$ cat config.mk
export PLATFORM = sky130hd
export DESIGN_NAME = bit_serializer
export DESIGN_NICKNAME = d
export VERILOG_FILES = /design/src/rtl/seq_pkg.sv /design/src/rtl/ser_hold_reg.sv /design/src/rtl/bit_serializer.sv
export SDC_FILE = /design/constraint.sdc
export NUM_CORES = 1
export LEC_CHECK = 0
export BUFFER_PORTS_ARGS = -buffer_cell sky130_fd_sc_hd__buf_2
export CAP_MARGIN = 20
export CORE_MARGIN = 1
export CORE_UTILIZATION = 31
export DETAILED_ROUTE_END_ITERATION = 8
export PLACE_DENSITY_LB_ADDON = 0.08
export SYNTH_ARGS = -nofsm -noshare
export SYNTH_HDL_FRONTEND = slang
export SYNTH_SLANG_ARGS = --single-unit
$ cat constraint.sdc
create_clock -name clk -period 6 [get_ports clk]
set_input_delay 0.9 -clock clk [delete_from_list [all_inputs] [get_ports clk]]
set_output_delay 0.9 -clock clk [all_outputs]
set_load 0.01 [all_outputs]
$ cat src/rtl/seq_pkg.sv
// Shared encodings for the serializer feeding the three-ones sequence detector.
package seq_pkg;

  typedef enum logic [1:0] {
    SER_IDLE  = 2'd0,
    SER_SHIFT = 2'd1,
    SER_GAP   = 2'd2
  } ser_state_e;

  typedef enum logic [1:0] {
    NO_ONES             = 2'd0,
    ONE_ONE             = 2'd1,
    TWO_ONES            = 2'd2,
    AT_LEAST_THREE_ONES = 2'd3
  } det_state_e;

  // One counter serves both the data bits (0..width-1) and the gap cycles (0..gap-1).
  function automatic int ser_cnt_width(input int width, input int gap);
    int span;
    span = (width > gap + 1) ? width : gap + 1;
    return $clog2(span);
  endfunction

endpackage

$ cat src/rtl/ser_hold_reg.sv
// One-word holding register with a full flag; lets a producer queue the next word.
module ser_hold_reg #(
  parameter int WIDTH = 8
) (
  input  logic             clk,
  input  logic             rst,
  input  logic             load,
  input  logic             take,
  input  logic [WIDTH-1:0] d,
  output logic [WIDTH-1:0] q,
  output logic             full
);

  // NOTE: the data word is cleared with the flag so an aborted word never survives a reset.
  always_ff @(posedge clk or negedge rst) begin
    if (!rst) begin
      q    <= '0;
      full <= 1'b0;
    end else begin
      if (load) q <= d;
      // A load on the same edge as a take keeps the register full with the new word.
      if (load)      full <= 1'b1;
      else if (take) full <= 1'b0;
    end
  end

endmodule

$ cat src/rtl/bit_serializer.sv
// Parallel-to-serial feeder with zero-filled gaps between words and a one-word queue.
module bit_serializer
  import seq_pkg::*;
#(
  parameter int WIDTH     = 8,
  parameter int GAP       = 1,
  parameter bit MSB_FIRST = 1'b1
) (
  input  logic             clk,
  input  logic             rst,
  input  logic             en,
  input  logic [WIDTH-1:0] din,
  input  logic             din_valid,
  output logic             din_ready,
  output logic             sout,
  output logic             sout_valid,
  output logic             word_done,
  output logic             busy
);

  localparam int            CW       = ser_cnt_width(WIDTH, GAP);
  localparam logic [CW-1:0] LAST_BIT = CW'(WIDTH - 1);
  localparam logic [CW-1:0] LAST_GAP = CW'((GAP > 0) ? GAP - 1 : 0);

  ser_state_e       state, state_nxt;
  logic [WIDTH-1:0] sreg, sreg_shifted, hold_q;
  logic [CW-1:0]    cnt;
  logic             hold_full, hold_load;
  logic             accept, direct_load, reload;
  logic             last_bit, last_gap, cur_bit;

  assign din_ready = rst & ~hold_full;
  assign accept    = din_valid & din_ready;
  assign hold_load = accept & ~direct_load;
  assign last_bit  = (state == SER_SHIFT) & en & (cnt == LAST_BIT);
  assign last_gap  = (state == SER_GAP) & en & (cnt == LAST_GAP);
  assign busy      = (state != SER_IDLE) | hold_full;

  assign cur_bit      = MSB_FIRST ? sreg[WIDTH-1] : sreg[0];
  assign sreg_shifted = MSB_FIRST ? {sreg[WIDTH-2:0], 1'b0} : {1'b0, sreg[WIDTH-1:1]};

  ser_hold_reg #(.WIDTH(WIDTH)) u_hold (
    .clk  (clk),
    .rst  (rst),
    .load (hold_load),
    .take (reload),
    .d    (din),
    .q    (hold_q),
    .full (hold_full)
  );

  // NOTE: sequential state uses non-blocking assignments so every register samples pre-edge values.
  always_ff @(posedge clk or negedge rst) begin
    if (!rst) state <= SER_IDLE;
    else      state <= state_nxt;
  end

  always_comb begin
    // NOTE: defaults first so no path through the case leaves a signal unassigned (no latch).
    state_nxt   = state;
    reload      = 1'b0;
    direct_load = 1'b0;
    case (state)
      SER_IDLE: begin
        if (hold_full) begin
          reload    = 1'b1;
          state_nxt = SER_SHIFT;
        end else if (accept) begin
          direct_load = 1'b1;
          state_nxt   = SER_SHIFT;
        end
      end
      SER_SHIFT: begin
        if (last_bit) begin
          if (GAP > 0)        state_nxt = SER_GAP;
          else if (hold_full) reload    = 1'b1;
          else                state_nxt = SER_IDLE;
        end
      end
      SER_GAP: begin
        if (last_gap) begin
          if (hold_full) begin
            reload    = 1'b1;
            state_nxt = SER_SHIFT;
          end else begin
            state_nxt = SER_IDLE;
          end
        end
      end
      default: state_nxt = SER_IDLE;
    endcase
  end

  // Shift register and shared bit/gap counter; both freeze while en is low.
  always_ff @(posedge clk or negedge rst) begin
    if (!rst) begin
      sreg <= '0;
      cnt  <= '0;
    end else if (reload) begin
      sreg <= hold_q;
      cnt  <= '0;
    end else if (direct_load) begin
      sreg <= din;
      cnt  <= '0;
    end else if (last_bit || last_gap) begin
      cnt <= '0;
    end else if (en && state != SER_IDLE) begin
      cnt <= cnt + CW'(1);
      if (state == SER_SHIFT) sreg <= sreg_shifted;
    end
  end

  always_comb begin
    sout       = 1'b0;
    sout_valid = 1'b0;
    word_done  = 1'b0;
    case (state)
      SER_SHIFT: begin
        sout       = cur_bit;
        sout_valid = en;
        word_done  = last_bit;
      end
      SER_GAP:  sout_valid = en;
      default:  ;
    endcase
  end

endmodule

== Yosys cells after proc, flatten, opt, wreduce, memory -nomap -nowiden ==
Cells that the tools add are included.

* Flip-flop bits (word level): 22
* Latch bits: 0
* Bits in writable memories: 0
* Bits in read-only memories: 0
* Output and inout bits: 5
* Word-level logic and storage cells: 61
* Memories: 0

* Add/sub/neg operators: 1
* Multiply operators: 0
* Divide/modulo/power cells: 0
* $lt $le $gt $ge: 0
* Equality and inequality tests: 7
* Shifts and indexed selects: 0
* Multiplexer cells: 26
* Bitwise logic cells: 10
* Reduce and logical (&&, ||, !) cells: 12

{| class="wikitable"
|+ Operators with widths
! cell !! number
|-
| 2-to-1 mux 8 bit || 5
|-
| 2-to-1 mux 3 bit || 4
|-
| 2-to-1 mux 1 bit || 11
|-
| 2-to-1 mux 2 bit || 4
|-
| AND 1 bit || 7
|-
| case mux 2 bit (3 select lines) || 1
|-
| AND reduction 3 bit || 2
|-
| nonzero test 3 bit || 2
|-
| inequality test 2 bit (second input constant) || 2
|-
| nonzero test 2 bit || 2
|-
| nonzero test 4 bit || 1
|-
| adder 3 x 1 -> 3 bit (second input constant) || 1
|-
| equality test 3 bit (second input constant) || 1
|-
| logical NOT 3 bit || 1
|-
| inequality test 3 x 2 -> 1 bit (second input constant) || 1
|-
| inequality test 3 bit (second input constant) || 1
|-
| equality test 2 x 1 -> 1 bit (second input constant) || 1
|-
| equality test 2 bit (second input constant) || 1
|-
| logical NOT 2 bit || 1
|-
| NOT 1 bit || 2
|-
| case mux 1 bit (2 select lines) || 1
|-
| OR reduction 2 bit || 1
|-
| logical AND 1 bit || 1
|-
| logical OR 1 bit || 1
|-
| bitwise OR 1 bit || 1
|}

== Longest topological paths before layout ==
Gate-level depths: netlist (run 1).

* Depth in word-level cells: 9
* Mapped depth: 7
* Depth with buffers taken out: 6

== Hierarchy ==
Synthesis (run 1) repeated with hierarchy kept, for this count alone.

* Cell total of the unflattened synthesis: 106
* Area, all modules: 1358.8 µm²

{| class="wikitable"
|+ Modules (own cells, without submodules)
! module !! instances !! cells each !! area each (µm²)
|-
| bit_serializer || 1 || 86 || 989.7
|-
| ser_hold_reg || 1 || 20 || 369.1
|}

== Worst setup path before layout (run 1) ==
No wires, ideal clock.

* Path kind: input to register
* From: in en
* To: reg sreg[1]
* Arrival time: 2.101 ns
* Setup slack: 3.774 ns
* Cell stages on the path: 5
* Cell sequence: and4b_1 > buf_2 > o21ai_4 > mux2_2 > mux2_4

* Word-level cells in the longest chain between the ends: 6
* Elaborated cells between the ends (all ways): 13
* Those cells by class: eq/ne: 1; mux: 3; bitwise: 4; reduce/logical: 5

{| class="wikitable"
|+ Ends and longest elaborated chain
! element !! RTL line !! source
|-
| from (decl) || bit_serializer.sv:11 || <nowiki>input logic en,</nowiki>
|-
| AND 1 bit (2 in a row) || bit_serializer.sv:36 || <nowiki>assign last_gap = (state == SER_GAP) & en & (cnt == LAST_GAP);</nowiki>
|-
| 2-to-1 mux 1 bit || bit_serializer.sv:81 || <nowiki>if (last_gap) begin</nowiki>
|-
| case mux 1 bit (2 select lines) || bit_serializer.sv:63 || <nowiki>case (state)</nowiki>
|-
| inequality test 3 bit (no source line) / nonzero test 3 bit (equally long branches) || n/a ||
|-
| AND reduction 3 bit (no source line) || n/a ||
|-
| to (signal assigned) || bit_serializer.sv:100 || <nowiki>sreg <= hold_q;</nowiki>
|-
| to (signal assigned) || bit_serializer.sv:103 || <nowiki>sreg <= din;</nowiki>
|-
| to (signal assigned) || bit_serializer.sv:109 || <nowiki>if (state == SER_SHIFT) sreg <= sreg_shifted;</nowiki>
|-
| to (decl) || bit_serializer.sv:26 || <nowiki>logic [WIDTH-1:0] sreg, sreg_shifted, hold_q;</nowiki>
|}

Parallel ways exist; a longest one is shown, timed or not.
A chain may end at the register's enable or synchronous reset.

== Final worst setup path (run 1) ==
* From: in rst
* To: out din_ready

* Word-level cells in the longest chain between the ends: 1

{| class="wikitable"
|+ Ends and longest elaborated chain
! element !! RTL line !! source
|-
| from (decl) || bit_serializer.sv:10 || <nowiki>input logic rst,</nowiki>
|-
| AND 1 bit || bit_serializer.sv:32 || <nowiki>assign din_ready = rst & ~hold_full;</nowiki>
|-
| to (decl) || bit_serializer.sv:14 || <nowiki>output logic din_ready,</nowiki>
|}

No other way between the ends.

==> results of run 1 <==
==> critical path: cells and delay by family <==
| family | cells | cell delay, ns |
|---|---|---|
| buffers and inverters | 2 | 0.63 |
| AND/OR/NAND/NOR | 1 | 0.29 |
==> flip-flops by register name (all words and copies together), names as in the netlist <==
name,cells
u_hold.full,1
sreg,8
u_hold.q,8
cnt,3
state,2
==> layer usage <==
layer | part of all wire, % | vias up
met1 | 48 | 389
met5 | 0 | -
met2 | 49 | 9
met3 | 2.3 | 2
li1 | - | 388
met4 | 0.76 | 0
==> layout by cell type (no fill, tap or decap), types with 2 or more instances in the layout <==
cell type	synthesis	routed
clkbuf_8	0	3
mux2i_1	2	2
dfrtp_1	22	22
buf_2	2	16
mux2_2	23	23
and3_1	2	2
inv_1	8	8
a21oi_1	2	2
mux2_4	7	7
nand2_1	4	4
ha_1	8	8
and2_1	2	2
nor2_1	5	5
==> stage by stage <==
step                setup WS [ns]  total power [mW]  hold WS [ns]
CTS                          3.21             0.808         0.517
finish                       3.27             0.789         0.509
floorplan                    3.77             0.576         0.474
global route                 3.07             0.856         0.535
detailed placement           3.20             0.660         0.492
global placement             3.25             0.649         0.487
==> cell families (layout without fill, tap and decap cells) <==
group | after synthesis | in the layout | share of synthesized area, %
xor+xnor | 1 | 1 | 0.682
buf+inv | 10 | 28 | 3.12
mux | 32 | 32 | 29.9
flops | 22 | 22 | 42.8
compound gates | 8 | 8 | 6.52
fa+ha+maj | 8 | 8 | 7.79
simple gates | 19 | 19 | 9.15
==> worst max path at each step <==
stage | slack (ns) | to | depth (start not counted) | from
finish | 3.27 | din_ready | 3 | rst
global route | 3.07 | din_ready | 3 | rst
CTS | 3.21 | din_ready | 3 | rst
detailed placement | 3.20 | din_ready | 3 | rst
global placement | 3.25 | din_ready | 3 | rst
floorplan | 3.77 | sreg[1] | 5 | en
==> synth_stat cells, drive strengths merged <==
| master | number | area [sq um] |
|---|---|---|
| and2 | 2 | 12.5 |
| nand4 | 1 | 6.26 |
| mux2 | 30 | 364 |
| inv | 8 | 30.0 |
| a31o | 1 | 8.76 |
| buf | 2 | 10.0 |
| ha | 8 | 100 |
| o221ai | 1 | 8.76 |
| or2b | 1 | 7.51 |
| xnor2 | 1 | 8.76 |
| dfrtp | 22 | 551 |
| nand3 | 1 | 5.00 |
| a221oi | 1 | 8.76 |
| nand2 | 4 | 15.0 |
| o311ai | 1 | 26.3 |
| o21ai | 2 | 21.3 |
| and3 | 2 | 12.5 |
| nand4b | 1 | 23.8 |
| a21oi | 2 | 10.0 |
| nor2 | 5 | 18.8 |
| mux2i | 2 | 20.0 |
| nor2b | 1 | 6.26 |
| and4b | 1 | 10.0 |
==> layout make-up <==
type | instances | area (sq um) | area share [%]
multi-input combinational | 68 | 694 | 46.6
sequential | 22 | 551 | 37.0
timing repair buffer | 16 | 80.1 | 5.38
tap | 50 | 62.6 | 4.20
clock buffer | 3 | 41.3 | 2.77
clock inverter | 1 | 30.0 | 2.02
inverter | 8 | 30.0 | 2.02
==> power groups by stage <==
stage          clock network, mW  registers [mW]  logic (mW)
5_1_grt                    0.152           0.281       0.424
2_1_floorplan                  0           0.257       0.319
6_report                   0.139           0.268       0.382
3_3_place_gp                   0           0.269       0.380
3_5_place_dp                   0           0.272       0.388
4_1_cts                    0.148           0.270       0.390
==> reports/results.tsv, run 1 <==
metric	value	unit
Setup TNS	0	ns
Logic pwr share	48.4	%
total CTS buffers	3	
grt peak-use layer	met2	
fin crit period	2.73	ns
drt first pass iters	3	
Yosys cell types	25	
clock tree buffer depth	2	
clock network power share	17.6	%
hold buffer count at CTS	0	
Clock Sinks	22	
Die ar.	4410	sq um
IO Count	17	
fmax	366	MHz
layout cells sized above 1	45.8	%
r2r startpoint	state[0]	
CP Capture Type	output pin	
Least-Margin Pin Slew	0.670	ns
Final Core Density	37.2	%
PD cells	530	nW/um^2
Final setup viols	0	
post-route ant nets	0	
n_diodes	0	
initial antenna violation count	0	
MaxCap Viol Count	0	
Layout Cells excl Fill	168	
dpl cells	164	
routed via count	788	
skew final	0.00164	ns
Die Ht	66.4	um
fraction of the yosys area taken by sequential cells	42.8	%
Cell Area, Synth	1280	sq um
WHS Endpoint	u_hold.q[2]	
drt initial violations	17	
DIE WIDTH	66.4	um
CP Cell Sequence	buf_2 > nor2b_1 > buf_2	
leak pwr	0.726	nW
GRT Util Overall	13.3	%
Hold Vio Cnt, Final	0	
GR Util met2	21.0	%
P_sw	259	uW
reg2reg end	sreg[5]	
Hold Path Depth	1	
Max H-tree Level	1	
Syn Inst Count	100	
input/output buffers	16	
placed inst area	1420	sq um
Core Area	4000	sq um
crit share post-route	45.5	%
Avg Cell Area, Syn	12.8	sq um
Critical Path AT	1.83	ns
Global Route met1 Usage	17.8	%
CP max stage delay	0.46	ns
Worst Path Required	5.10	ns
worst-path fanout max	24	
Avg WL per Cell	14.8	um
FILL cells	413	
GR Overflow Total	0	
total wire length	2.49	mm
synthesis-to-finish area growth	15.9	%
r2r setup slk	3.74	ns
min-delay src	u_hold.q[2]	
row count	23	
vias in the first global route	851	
drc violations	0	
CTS clock-pin slew for the worst setup and hold paths	0.08	ns
status	finished clean	
r2r worst-path depth	6	
Seq pwr share	33.9	%
WS Path Type	in -> out	
RSZ-0062 raised after global routing	no	
Sw Ratio	32.8	%
CP max stage cell	buf_2	
first-pass GRT wire length	4.24	mm
Final GP Congestion	0.689	
Hold Crit Class	reg -> reg	
Int Pwr	530	uW
Post-Syn Nets	120	
Starting Density	32.1	%
met3 GRT Util	2.07	%
CTS tree	built	
CP dominant cell by count	buf_2	
DP Wirelength	1.78	mm
via/cell ratio	4.69	
Worst-Skew Late Latency	0.26	ns
Final Slew Violations	0	
final net count	139	
post-cts sizing count	0	
Root Driver	clkbuf_8	
Yosys reg bits	22	
Post-CTS Repair Setup Buffers	0	
Finished Cell Area	1490	sq um
synthesis warning total	0	
largest net degree at the start of global routing	25	
Max VDD drop	0.178	mV
Relative slew margins	55.2	%
crit path launch type	primary input	
(Power assumes the default switching activity.)
==> run 2, diff against run 1 <==
==> constraint.sdc (replaced) <==
create_clock -name clk -period 2.3 [get_ports clk]
set_input_delay 0.345 -clock clk [delete_from_list [all_inputs] [get_ports clk]]
set_output_delay 0.345 -clock clk [all_outputs]
set_load 0.01 [all_outputs]
==> run 2 against run 1 <==
  * Wire length fell by 4.3%
  * Register-to-register slack got worse by 3.6 ns
  * Sequential cell count did not move
  * Die area did not move
  * Critical endpoint is now sreg[4]
  * Critical path type is now reg -> reg
  * Largest cell class unchanged
  * Final cell count rose by 1.8%
==> reports/results.tsv, run 2 (synthesized netlist as in run 1, its figures left out) <==
metric	value	unit
Hold Vio Cnt, Final	0	
most frequent cells in the layout	mux2_2, dfrtp_1, buf_2	
Global Route met1 Usage	17.2	%
CP max stage cell	dfrtp_1	
clock network power share	17.9	%
Logic pwr share	48.4	%
status	finished clean	
clock tree buffer depth	2	
DIE WIDTH	66.4	um
Sw Ratio	32.6	%
Finished Cell Area	1520	sq um
Buf+Inv Stages, Crit Path	1	
most common cell after layout, fill and taps aside	mux2_2	
post-route ant nets	0	
Worst-Skew Late Latency	0.27	ns
Starting Density	32.1	%
layout cells sized above 1	47.1	%
CP Capture Type	register	
Root Driver	clkbuf_8	
Int Pwr	1.39	mW
Final Core Density	37.9	%
crit path launch type	register	
Relative slew margins	58.9	%
Hold Path Depth	3	
crit share post-route	92.1	%
Least-Margin Pin Slew	0.614	ns
IO Count	17	
WS Path Type	reg -> reg	
WHS	0.297	ns
Max H-tree Level	1	
MaxCap Viol Count	0	
Crit. path cell count	6	
vias in the first global route	826	
PD cells	1370	nW/um^2
via/cell ratio	4.60	
grt peak-use layer	met2	
Avg WL per Cell	13.9	um
DP Wirelength	1.79	mm
GR Overflow Total	0	
Final Slew Violations	0	
final net count	142	
min-delay src	din[0]	
Critical Path AT	2.28	ns
input/output buffers	16	
drc violations	0	
placed inst area	1430	sq um
skew final	0.00389	ns
WHS Endpoint	u_hold.q[0]	
total chip power	2.07	mW
FILL cells	418	
drt first pass iters	2	
Regs by FF count	sreg: 8 flops, u_hold.q: 8 flops, cnt: 3 flops	
CP Cell Sequence	inv_1 > ha_1 > nand4b_4 > mux2_2 > mux2_2 > mux2_4	
synthesis-to-finish area growth	17.9	%
CTS tree	built	
routed via count	787	
first-pass GRT wire length	4.06	mm
critical path's top delay family	multiplexers	
Seq pwr share	33.7	%
Worst Path Required	2.46	ns
reg2reg end	sreg[4]	
fin crit period	2.12	ns
row count	23	
met3 GRT Util	2.41	%
worst-path fanout max	9	
fmax	472	MHz
Core Area	4000	sq um
Die Ht	66.4	um
dpl cells	166	
GRT Util Overall	12.8	%
CP max stage delay	0.42	ns
Die ar.	4410	sq um
initial antenna violation count	0	
post-route setup slack	0.182	ns
Final GP Congestion	0.701	
RSZ-0062 raised after global routing	no	
Hold Crit Class	in -> reg	
Max VDD drop	0.478	mV
Post-CTS Repair Setup Buffers	0	
CP dominant cell by count	mux2_2	
Layout Cells excl Fill	171	
GR Util met2	19.5	%
r2r startpoint	state[1]	
r2r setup slk	0.18	ns
largest net degree at the start of global routing	16	
total wire length	2.38	mm
drt initial violations	28	
Clock Sinks	22	
CTS clock-pin slew for the worst setup and hold paths	0.09	ns
leak pwr	0.739	nW
P_sw	674	uW
dpl ws	0.159	ns
n_diodes	0	
Setup TNS	0	ns
Final setup viols	0	
total CTS buffers	3	
r2r worst-path depth	6	
run 2: timing repair:
action,CTS,global route
hold buffers,1,0
endpoints found under the hold margin,7,0
gates resized for setup,0,1
setup endpoints to repair,0,3
run 2: power by group through the flow:
stage	registers [mW]	clock network [mW]	logic (mW)
after CTS	0.698	0.386	1.03
final	0.698	0.370	1.00
after floorplan	0.670	0	0.833
after global routing	0.726	0.402	1.11
after global placement	0.710	0	0.999
after detailed placement	0.706	0	1.02
run 2: layout make-up:
class	count	area [sq um]	area share, %
Multi-Input combinational cell	68	696	45.9
Clock buffer	3	41.3	2.73
Timing Repair Buffer	19	105	6.94
Sequential cell	22	551	36.3
Inverter	8	30.0	1.98
Clock inverter	1	30.0	1.98
Tap cell	50	62.6	4.13
run 2: how the worst max path moves through the flow:
| stage | start | to | slack [ns] |
|---|---|---|---|
| finish | state[1] | sreg[4] | 0.18 |
| global route | rst | state[0] | 0.01 |
| CTS | rst | u_hold.q[2] | 0.07 |
| detailed placement | state[1] | sreg[7] | 0.16 |
| global placement | state[1] | sreg[7] | 0.18 |
| floorplan | state[0] | sreg[1] | 0.33 |
run 2: per-layer routing:
layer	vias to the layer above	share of wire (%)
li1	400	-
met1	372	49
met2	11	46
met3	4	3.4
met4	0	1.4
met5	-	0
run 2: worst register-to-register path, cell delays in order, from the launching register on:
cell and delay (ns):
dfrtp_1 0.42, inv_1 0.11, ha_1 0.36, nand4b_4 0.27, mux2_2 0.34, mux2_2 0.27
mux2_4 0.26
